$ cat config.mk
export PLATFORM = sky130hd
export DESIGN_NAME = game_link
export DESIGN_NICKNAME = d
export VERILOG_FILES = /design/src/rtl/game_link_pkg.sv /design/src/rtl/game_link_rx.sv /design/src/rtl/game_link.sv
export SDC_FILE = /design/constraint.sdc
export NUM_CORES = 1
export LEC_CHECK = 0
export ABC_CLOCK_PERIOD_IN_PS = 1900
export BUFFER_PORTS_ARGS = -buffer_cell sky130_fd_sc_hd__buf_2
export CAP_MARGIN = 40
export CORE_MARGIN = 2
export CORE_UTILIZATION = 30
export DETAILED_ROUTE_END_ITERATION = 6
export RECOVER_POWER = 25
export SLEW_MARGIN = 40
export SYNTH_ARGS = -nofsm -noshare
export SYNTH_HDL_FRONTEND = slang
export SYNTH_SLANG_ARGS = --single-unit
$ cat constraint.sdc
create_clock -name clk60MHz -period 1.9 [get_ports clk60MHz]
set_clock_uncertainty 0.05 [all_clocks]
set_input_delay 0.095 -clock clk60MHz [delete_from_list [all_inputs] [get_ports clk60MHz]]
set_output_delay 0.095 -clock clk60MHz [all_outputs]
set_load 0.02 [all_outputs]
$ cat src/rtl/game_link_pkg.sv
// game_link_pkg: types and helpers shared by the board-to-board link TX and RX.
package game_link_pkg;

  localparam int FRAME_DATA_BITS = 8;

  // Frame payload, bit 7 down to bit 0.
  typedef struct packed {
    logic       throw;
    logic       p2_ready;
    logic       p1_ready;
    logic [4:0] power;
  } link_payload_t;

  typedef enum logic [2:0] {
    IDLE   = 3'd0,
    START  = 3'd1,
    DATA   = 3'd2,
    PARITY = 3'd3,
    STOP   = 3'd4
  } link_state_t;

  // Even parity bit: makes the total count of ones over data+parity even.
  function automatic logic even_parity(input logic [FRAME_DATA_BITS-1:0] data);
    return ^data;
  endfunction

endpackage

$ cat src/rtl/game_link_rx.sv
// game_link_rx: synchronises the peer line, deserialises one frame at a time
// and reports, on the stop-sample cycle, whether the frame was good.
module game_link_rx
  import game_link_pkg::*;
#(
  parameter int CLKS_PER_BIT = 60
) (
  input  logic                       clk,
  input  logic                       rst_n,
  input  logic                       serial_rx,
  output logic                       frame_done,
  output logic                       frame_ok,
  output logic [FRAME_DATA_BITS-1:0] frame_data
);

  localparam int CW = $clog2(CLKS_PER_BIT);
  localparam int IW = $clog2(FRAME_DATA_BITS);
  localparam logic [CW-1:0] HALF_LAST = CW'(CLKS_PER_BIT / 2 - 1);
  localparam logic [CW-1:0] BIT_LAST  = CW'(CLKS_PER_BIT - 1);
  localparam logic [IW-1:0] IDX_LAST  = IW'(FRAME_DATA_BITS - 1);

  logic                       sync1, sync2, sync_prev;
  link_state_t                state, state_nx;
  logic [CW-1:0]              cnt, cnt_nx;
  logic [IW-1:0]              idx, idx_nx;
  logic [FRAME_DATA_BITS-1:0] shift, shift_nx;
  logic                       parity, parity_nx;

  // Two-flop synchroniser plus a delayed copy for falling-edge detection; idle line is high.
  always_ff @(posedge clk or negedge rst_n) begin
    if (!rst_n) begin
      sync1     <= 1'b1;
      sync2     <= 1'b1;
      sync_prev <= 1'b1;
    end else begin
      sync1     <= serial_rx;
      sync2     <= sync1;
      sync_prev <= sync2;
    end
  end

  // RX FSM state and datapath registers.
  always_ff @(posedge clk or negedge rst_n) begin
    if (!rst_n) begin
      state  <= IDLE;
      cnt    <= '0;
      idx    <= '0;
      shift  <= '0;
      parity <= 1'b0;
    end else begin
      state  <= state_nx;
      cnt    <= cnt_nx;
      idx    <= idx_nx;
      shift  <= shift_nx;
      parity <= parity_nx;
    end
  end

  // Next-state logic: start is confirmed mid-bit, every later bit sampled one bit period apart.
  always_comb begin
    state_nx   = state;
    cnt_nx     = cnt + 1'b1;
    idx_nx     = idx;
    shift_nx   = shift;
    parity_nx  = parity;
    frame_done = 1'b0;
    frame_ok   = 1'b0;
    case (state)
      IDLE: begin
        cnt_nx = '0;
        if (sync_prev && !sync2) state_nx = START;
        else                     state_nx = IDLE;
      end
      START: begin
        if (cnt == HALF_LAST) begin
          cnt_nx = '0;
          idx_nx = '0;
          // A line already back high at mid-start is a glitch, not a frame.
          if (sync2) state_nx = IDLE;
          else       state_nx = DATA;
        end else begin
          state_nx = START;
        end
      end
      DATA: begin
        if (cnt == BIT_LAST) begin
          cnt_nx   = '0;
          shift_nx = {sync2, shift[FRAME_DATA_BITS-1:1]};
          if (idx == IDX_LAST) begin
            state_nx = PARITY;
          end else begin
            idx_nx   = idx + 1'b1;
            state_nx = DATA;
          end
        end else begin
          state_nx = DATA;
        end
      end
      PARITY: begin
        if (cnt == BIT_LAST) begin
          cnt_nx    = '0;
          parity_nx = sync2;
          state_nx  = STOP;
        end else begin
          state_nx = PARITY;
        end
      end
      STOP: begin
        if (cnt == BIT_LAST) begin
          cnt_nx     = '0;
          frame_done = 1'b1;
          frame_ok   = sync2 && (even_parity(shift) == parity);
          state_nx   = IDLE;
        end else begin
          state_nx = STOP;
        end
      end
      default: begin
        cnt_nx   = '0;
        state_nx = IDLE;
      end
    endcase
  end

  assign frame_data = shift;

endmodule

$ cat src/rtl/game_link.sv
// game_link: serial link between the two game boards. Sends the local
// ready/power/throw state as 11-bit frames and drives the peer-state outputs
// from frames received on serial_rx, with a link-alive timeout.
module game_link
  import game_link_pkg::*;
#(
  parameter int CLKS_PER_BIT   = 60,
  parameter int REFRESH_CYCLES = 60_000,
  parameter int TIMEOUT_CYCLES = 240_000
) (
  input  logic       clk60MHz,
  input  logic       rst_n,
  input  logic       tx_player1_ready,
  input  logic       tx_player2_ready,
  input  logic [4:0] tx_power,
  input  logic       tx_throw_flag,
  output logic       serial_tx,
  input  logic       serial_rx,
  output logic       rx_player1_ready,
  output logic       rx_player2_ready,
  output logic [4:0] rx_power,
  output logic       rx_throw_flag,
  output logic       link_ok,
  output logic       frame_err
);

  localparam int CW = $clog2(CLKS_PER_BIT);
  localparam int IW = $clog2(FRAME_DATA_BITS);
  localparam int RW = $clog2(REFRESH_CYCLES);
  localparam int TW = $clog2(TIMEOUT_CYCLES + 1);
  localparam logic [CW-1:0] BIT_LAST     = CW'(CLKS_PER_BIT - 1);
  localparam logic [IW-1:0] IDX_LAST     = IW'(FRAME_DATA_BITS - 1);
  localparam logic [RW-1:0] REFRESH_LAST = RW'(REFRESH_CYCLES - 1);
  localparam logic [TW-1:0] TIMEOUT_LAST = TW'(TIMEOUT_CYCLES - 1);
  localparam logic [TW-1:0] TIMEOUT_FULL = TW'(TIMEOUT_CYCLES);

  link_payload_t              cur_payload;
  logic [FRAME_DATA_BITS-1:0] tx_frame;   // payload being sent, and the last one sent
  logic                       throw_pending, trigger, snapshot, tx_line_nx;
  link_state_t                tx_state, tx_state_nx;
  logic [CW-1:0]              tx_cnt, tx_cnt_nx;
  logic [IW-1:0]              tx_idx, tx_idx_nx;
  logic [RW-1:0]              refresh_cnt;
  logic [TW-1:0]              tmo_cnt;
  logic                       rx_done, rx_ok;
  logic [FRAME_DATA_BITS-1:0] rx_data;

  assign cur_payload = {throw_pending | tx_throw_flag, tx_player2_ready, tx_player1_ready, tx_power};

  // Only the level fields count as "changed"; a throw always triggers on its own,
  // so a sent throw does not force an extra frame once it clears.
  assign trigger = ({cur_payload.p2_ready, cur_payload.p1_ready, cur_payload.power} != tx_frame[6:0])
                   || cur_payload.throw || (refresh_cnt == REFRESH_LAST);

  // TX next-state and next line level; the line is registered so it leaves IDLE one cycle after the trigger.
  always_comb begin
    tx_state_nx = tx_state;
    tx_cnt_nx   = tx_cnt + 1'b1;
    tx_idx_nx   = tx_idx;
    tx_line_nx  = 1'b1;
    snapshot    = 1'b0;
    case (tx_state)
      IDLE: begin
        tx_cnt_nx = '0;
        if (trigger) begin
          snapshot    = 1'b1;
          tx_state_nx = START;
          tx_line_nx  = 1'b0;
        end else begin
          tx_state_nx = IDLE;
        end
      end
      START: begin
        tx_line_nx = 1'b0;
        if (tx_cnt == BIT_LAST) begin
          tx_cnt_nx   = '0;
          tx_idx_nx   = '0;
          tx_state_nx = DATA;
          tx_line_nx  = tx_frame[0];
        end else begin
          tx_state_nx = START;
        end
      end
      DATA: begin
        tx_line_nx = tx_frame[tx_idx];
        if (tx_cnt == BIT_LAST) begin
          tx_cnt_nx = '0;
          if (tx_idx == IDX_LAST) begin
            tx_state_nx = PARITY;
            tx_line_nx  = even_parity(tx_frame);
          end else begin
            tx_idx_nx   = tx_idx + 1'b1;
            tx_state_nx = DATA;
            tx_line_nx  = tx_frame[tx_idx + 1'b1];
          end
        end else begin
          tx_state_nx = DATA;
        end
      end
      PARITY: begin
        tx_line_nx = even_parity(tx_frame);
        if (tx_cnt == BIT_LAST) begin
          tx_cnt_nx   = '0;
          tx_state_nx = STOP;
          tx_line_nx  = 1'b1;
        end else begin
          tx_state_nx = PARITY;
        end
      end
      STOP: begin
        if (tx_cnt == BIT_LAST) begin
          tx_cnt_nx   = '0;
          tx_state_nx = IDLE;
        end else begin
          tx_state_nx = STOP;
        end
      end
      default: begin
        tx_cnt_nx   = '0;
        tx_state_nx = IDLE;
      end
    endcase
  end

  // TX registers: FSM, line, payload snapshot, held throw and refresh counter.
  always_ff @(posedge clk60MHz or negedge rst_n) begin
    if (!rst_n) begin
      tx_state      <= IDLE;
      tx_cnt        <= '0;
      tx_idx        <= '0;
      serial_tx     <= 1'b1;
      tx_frame      <= '0;
      throw_pending <= 1'b0;
      refresh_cnt   <= '0;
    end else begin
      tx_state  <= tx_state_nx;
      tx_cnt    <= tx_cnt_nx;
      tx_idx    <= tx_idx_nx;
      serial_tx <= tx_line_nx;
      if (snapshot) tx_frame <= cur_payload;
      // A pulse consumed by this snapshot is already in the frame, so it is not held.
      throw_pending <= (throw_pending | tx_throw_flag) & ~snapshot;
      if (snapshot)                         refresh_cnt <= '0;
      else if (refresh_cnt != REFRESH_LAST) refresh_cnt <= refresh_cnt + 1'b1;
    end
  end

  game_link_rx #(
    .CLKS_PER_BIT(CLKS_PER_BIT)
  ) u_rx (
    .clk       (clk60MHz),
    .rst_n     (rst_n),
    .serial_rx (serial_rx),
    .frame_done(rx_done),
    .frame_ok  (rx_ok),
    .frame_data(rx_data)
  );

  // Peer-state outputs, error pulse and link-alive timeout.
  always_ff @(posedge clk60MHz or negedge rst_n) begin
    if (!rst_n) begin
      rx_player1_ready <= 1'b0;
      rx_player2_ready <= 1'b0;
      rx_power         <= 5'd0;
      rx_throw_flag    <= 1'b0;
      link_ok          <= 1'b0;
      frame_err        <= 1'b0;
      tmo_cnt          <= '0;
    end else if (rx_done && rx_ok) begin
      rx_power         <= rx_data[4:0];
      rx_player1_ready <= rx_data[5];
      rx_player2_ready <= rx_data[6];
      rx_throw_flag    <= rx_data[7];
      link_ok          <= 1'b1;
      frame_err        <= 1'b0;
      tmo_cnt          <= '0;
    end else begin
      rx_throw_flag <= 1'b0;
      frame_err     <= rx_done;
      // Silence: drop the link and the peer ready levels, keep the last power.
      if (tmo_cnt >= TIMEOUT_LAST) begin
        tmo_cnt          <= TIMEOUT_FULL;
        link_ok          <= 1'b0;
        rx_player1_ready <= 1'b0;
        rx_player2_ready <= 1'b0;
      end else begin
        tmo_cnt <= tmo_cnt + 1'b1;
      end
    end
  end

endmodule

Yosys cells after proc, flatten, opt, wreduce, memory -nomap -nowiden
Index checks and enable logic that the tools add are counted.

word-level totals
  bits of input ports = 11
  register bits after elaboration = 90
  output and inout bits = 11
  word-level logic and storage cells = 131

cells by class
  reduce and logical (&&, ||, !) cells = 20
  order comparisons = 3
  multiplexer cells = 54
  equal/unequal tests = 23
  $add $sub $neg = 6
  bitwise gates (word level) = 3

operators with widths
  operator                                                              number
  18-bit two-way mux                                                    2
  3-bit two-way mux                                                     11
  16-bit two-way mux                                                    2
  3-bit case mux with 5 select lines                                    2
  1-bit two-way mux                                                     24
  6-bit two-way mux                                                     4
  18-bit by 1-bit adder with 18-bit output, second input constant       1
  18-bit >= comparator, second input constant                           1
  16-bit by 1-bit adder with 16-bit output, second input constant       1
  16-bit == test, second input constant                                 1
  16-bit inequality test, second input constant                         1
  8-bit XOR reduction                                                   2
  6-bit by 1-bit adder with 6-bit output, second input constant         2
  3-bit by 2-bit == test with 1-bit output, second input constant       4
  3-bit == test, second input constant                                  4
  6-bit == test, second input constant                                  2
  3-bit case mux with 2 select lines                                    2
  6-bit case mux with 2 select lines                                    1
  3-bit by 4-bit < comparator with 1-bit output, second input constant  2
  2-bit inequality test, second input constant                          4
  4-bit AND reduction                                                   2
  2-bit nonzero test                                                    4
  7-bit inequality test                                                 1
  3-bit by 1-bit adder with 3-bit output, second input constant         2
  17 further kinds                                                      27

Depth between registers and ports, before layout
  depth in word-level cells = 7
  gate-level depth with buffers = 8
  depth with buffers taken out = 7

Hierarchy
From an unflattened synthesis, not the netlist that was laid out.

unflattened totals
  cell total of the unflattened synthesis = 430
  area, all modules = 4589.4 sq um

by module, submodules not included
  module        cells each  times used  seq. area each (sq um)  area each (sq um)
  game_link     326         1           1652.8                  3362.0
  game_link_rx  104         1           604.3                   1227.4

Worst setup path after synthesis
OpenSTA, ideal clock, no wires.

  kind = register to register
  start point = register u_rx.cnt[0]
  end point = register rx_power[3]
  path slack = -0.133 ns
  period minus slack after synthesis = 2.033 ns
  arrival time = 1.858 ns
  required time = 1.725 ns
  stages on the path, launching flop included = 9
  buffers on the path = 2
  cells stage by stage = dfrtp_1 -> ha_1 -> nand2_1 -> nor3_2 -> and3_1 -> and3_1 -> buf_6 -> buf_12 -> mux2_4

between the ends
  cells in the longest elaborated chain, start to end = 4
  elaborated cells on any way between the ends = 6
  classes of those cells = eq/ne (1); mux (4); reduce/logical (1)

ends and longest elaborated chain
  element                 line                 source
  start, declared         game_link_rx.sv:24   logic [CW-1:0] cnt, cnt_nx;
  start signal, assigned  game_link_rx.sv:52   cnt <= cnt_nx;
  6-bit == test *         game_link_rx.sv:109  if (cnt == BIT_LAST) begin
  1-bit two-way mux       game_link_rx.sv:109
  1-bit two-way mux       game_link_rx.sv:68   case (state)
  1-bit logical AND *     game_link.sv:169     end else if (rx_done && rx_ok) begin
  end signal, assigned    game_link.sv:170     rx_power <= rx_data[4:0];
  end, declared           game_link.sv:21      output logic [4:0] rx_power,

Every way passes the cells marked *; elsewhere a longest branch is shown, timed or not.
A chain may end at the register's enable or synchronous reset.

Final worst setup path
  start point = register u_rx.shift[7] (netlist: u_rx.frame_data[7])
  end point = register rx_power[1]

between the ends
  cells in the longest elaborated chain, start to end = 6

ends and longest elaborated chain
  element                 line                 source
  start, declared         game_link_rx.sv:26   logic [FRAME_DATA_BITS-1:0] shift, shift_nx;
  start signal, assigned  game_link_rx.sv:54   shift <= shift_nx;
  8-bit XOR reduction     game_link_pkg.sv:24  return ^data;
  1-bit == test           game_link_rx.sv:112  frame_ok = sync2 && (even_parity(shift) == parity);
  1-bit logical AND       game_link_rx.sv:112
  1-bit two-way mux       game_link_rx.sv:109
  1-bit two-way mux       game_link_rx.sv:68
  1-bit logical AND       game_link.sv:169

Every way passes these cells.

==> reports/qor.csv <==
metric,value,unit
cts_max_level,3,
worst_slew_pin_slew,1310,ps
drt_iter0_markers,309,
fin_nets,518,
wire_per_inst,13.2,um
yosysWarnings,0,
period_share,107,%
critPathMaxFanout,5,
crit_arrival,2200,ps
cts_sinks,90,
core,14600,sq um
ios,22,
synth_cells,409,
path_class,flop to flop,
hold_viol,0,
p_per_area,740,nW/um^2
final_util,40.5,%
dieArea,16000,sq um
max_cap_violations,0,
relSlewSlack,12.5,%
cts_made_buffers,9,
die_w,126,um
synth_cell_types,58,
status,finished with violations,
switching_share,22.3,%
switchingPower,0.977,mW
globalplace.congestion,0.799,
antennaDiodeCount,0,
antenna_found_initial,0,
synth-edff-count,0,
row_count,44,
vias,3276,
ant_nets,0,
hold_class,flop to flop,
p_comb_share,10.3,%
grt_pass1_wl,15000,um
required,2070,ps
drtPass1Iterations,4,
cts_tree,built,
port_buffers,21,
setup_violations,31,
die_y,126,um
ctsLongestPathBuffers,2,
clock_latency,330,ps
ys_seq_area_share,50.2,%
grt_max_degree,46,
maxSlewViolCount,0,
wirelength,9070,um
start_kind,flop,
vdd_drop_max,0.393,mV
gr-total-overflow,0,
cp-end-kind,flop,
syn2layout_area_growth,31.5,%
stdcell_count,687,
post-place-ws,-96.1,ps
period_needed,2040,ps
dp.cells,649,
max_freq,491,MHz
avgSynthCellArea,11.0,sq um
ys_seq_elements,90,
cts_root_buf,clkbuf_16,
place_hpwl,6010,um
async_reset_ff_share,100,%
p_seq_share,46.9,%
grt_pass1_vias,3124,
power.leakage,2.66,nW
grt_use_total,11.5,%
syn_nets,429,
start_util,30.8,%
setup_ws,-138,ps
via_per_inst,4.77,
clk_pin_slew,60,ps
failed_checks,negative setup slack,
syn_area,4500,sq um
drive_above_1_share,29.4,%
ys.flop_type,dfrtp_1,
drc_errors,0,
rsz0062_at_grt,yes,
fin_setup_tns,-1900,ps
pwr-share-clk,42.8,%
p_int,3.40,mW
-- layout by cell type (no fill, tap or decap), types with 3 or more instances in the layout --
cell           instances
a21oi_1                6
and3_1                 3
and4_1                 5
buf_12                 3
buf_2                 20
buf_4                 46
buf_6                  5
clkbuf_1               5
clkbuf_16             11
dfrtp_1               85
dfstp_2                4
dlygate4sd3_1         10
ha_1                   5
inv_1                 14
mux2_2                13
mux2_4                11
mux4_2                 4
nand2_1               24
nand3_1               23
nand3b_1               3
nand4_1                8
nor2_1                57
nor2b_1                3
nor3_1                 5
o21ai_0                9
o21ba_4                4
o2bb2ai_1              3
or3_1                  5
xnor2_1               29
xor2_1                27
-- power by group through the flow --
| stage | Combinational (mW) | Clock (mW) | Sequential [mW] |
|---|---|---|---|
| after detailed placement | 0.427 | 0 | 2.08 |
| after global routing | 0.511 | 2.01 | 2.06 |
| final | 0.451 | 1.88 | 2.05 |
| after CTS | 0.443 | 1.93 | 2.05 |
| after global placement | 0.413 | 0 | 2.08 |
| after floorplan | 0.237 | 0 | 2.08 |
-- registers in the layout, summed over array words and instances, names as in the netlist --
signal / flops
tx_idx: 3
rx_player1_ready: 1
refresh_cnt: 16
rx_power: 5
tx_frame: 8
u_rx.frame_data: 8
u_rx.sync1: 1
throw_pending: 1
u_rx.parity: 1
tx_cnt: 6
tx_state: 3
rx_throw_flag: 1
link_ok: 1
u_rx.idx: 3
rx_player2_ready: 1
u_rx.sync_prev: 1
tmo_cnt: 18
u_rx.state: 3
u_rx.sync2: 1
u_rx.cnt: 6
frame_err: 1
serial_tx: 1
-- cell families (layout without fill, tap and decap cells) --
group                      Yosys count  after routing  share of synthesized area [%]
buffers and inverters               25            118                           2.89
xor gates and xnor gates            58             58                           11.6
and+or+nand+nor                    156            156                           17.2
muxes                               30             30                           8.54
AOI/OAI and AO/OA                   41             42                           7.09
DFF                                 90             90                           50.2
adders and majority gates            9              9                           2.50
-- what timing repair did --
item	4_1_cts	5_1_grt
pin swaps	4	8
setup endpoints to repair	12	60
cloned	1	2
resized for setup	8	34
hold buffers	10	0
hold endpoints to repair	73	0
setup buffers	2	7
-- cell usage after synthesis (2+ instances only) --
cell | number | area (sq um)
dfrtp_1 | 86 | 2150
nor2_1 | 60 | 225
xnor2_1 | 30 | 263
xor2_1 | 27 | 236
nand2_1 | 25 | 93.8
mux2_2 | 23 | 259
nand3_1 | 23 | 115
inv_1 | 14 | 52.6
ha_1 | 9 | 113
o21ai_0 | 9 | 45.0
nand4_1 | 8 | 50.1
a21oi_1 | 6 | 30.0
and4_1 | 6 | 52.6
clkbuf_1 | 6 | 22.5
nor3_1 | 6 | 30.0
or3_1 | 5 | 31.3
and3_1 | 4 | 25.0
dfstp_2 | 4 | 105
mux4_2 | 4 | 90.1
o21ba_2 | 4 | 40.0
nand3b_1 | 3 | 22.5
nor2b_1 | 3 | 18.8
o2bb2ai_1 | 3 | 26.3
a22o_1 | 2 | 17.5
a31oi_1 | 2 | 12.5
buf_6 | 2 | 22.5
mux2i_1 | 2 | 20.0
nor4bb_1 | 2 | 20.0
o22a_1 | 2 | 17.5
-- worst max-delay path, stage by stage (launching register included) --
cell	delay (ps)
dfrtp_1	400
xnor2_1	180
xnor3_1	460
xnor2_2	190
and3_4	220
buf_6	130
mux2_4	300
-- layout make-up --
| class | instances | area [sq um] |
|---|---|---|
| clock buffer | 14 | 254 |
| clock inverter | 2 | 60.1 |
| fill | 1309 | 8670 |
| inverter | 14 | 52.6 |
| multi-input combinational | 295 | 2330 |
| sequential | 90 | 2260 |
| tap | 184 | 230 |
| timing repair buffer | 88 | 731 |
-- metal layers --
| layer | GRT usage, % | routed length (um) | up-vias |
|---|---|---|---|
| li1 | - | - | 1607 |
| met1 | 14.8 | 4290 | 1623 |
| met2 | 18.4 | 4440 | 38 |
| met3 | 2.07 | 209 | 8 |
| met4 | 6.21 | 133 | 0 |
| met5 | 0 | 0 | - |
-- metrics by stage --
stage | total power [mW] | hold slack, ps | instance area, sq um
2_1_floorplan | 2.32 | -251 | 4540
3_3_place_gp | 2.49 | -31.5 | 5170
3_5_place_dp | 2.51 | -31.2 | 5170
4_1_cts | 4.43 | 156 | 5660
5_1_grt | 4.59 | 314 | 5910
6_report | 4.38 | 304 | 5910
-- final timing paths --
kind	slack (ps)	from	end	depth (start not counted)
max in group asynchronous	270	rst_n	refresh_cnt[0]	3
min in group asynchronous	530	rst_n	frame_err	2
worst max register to register	-140	u_rx.frame_data[7]	rx_power[1]	6
worst max-delay path	-140	u_rx.frame_data[7]	rx_power[1]	6
worst min register to register	300	u_rx.sync1	u_rx.sync2	0
worst min-delay path	300	u_rx.sync1	u_rx.sync2	0
No activity file was read; power rests on OpenSTA's default activity.
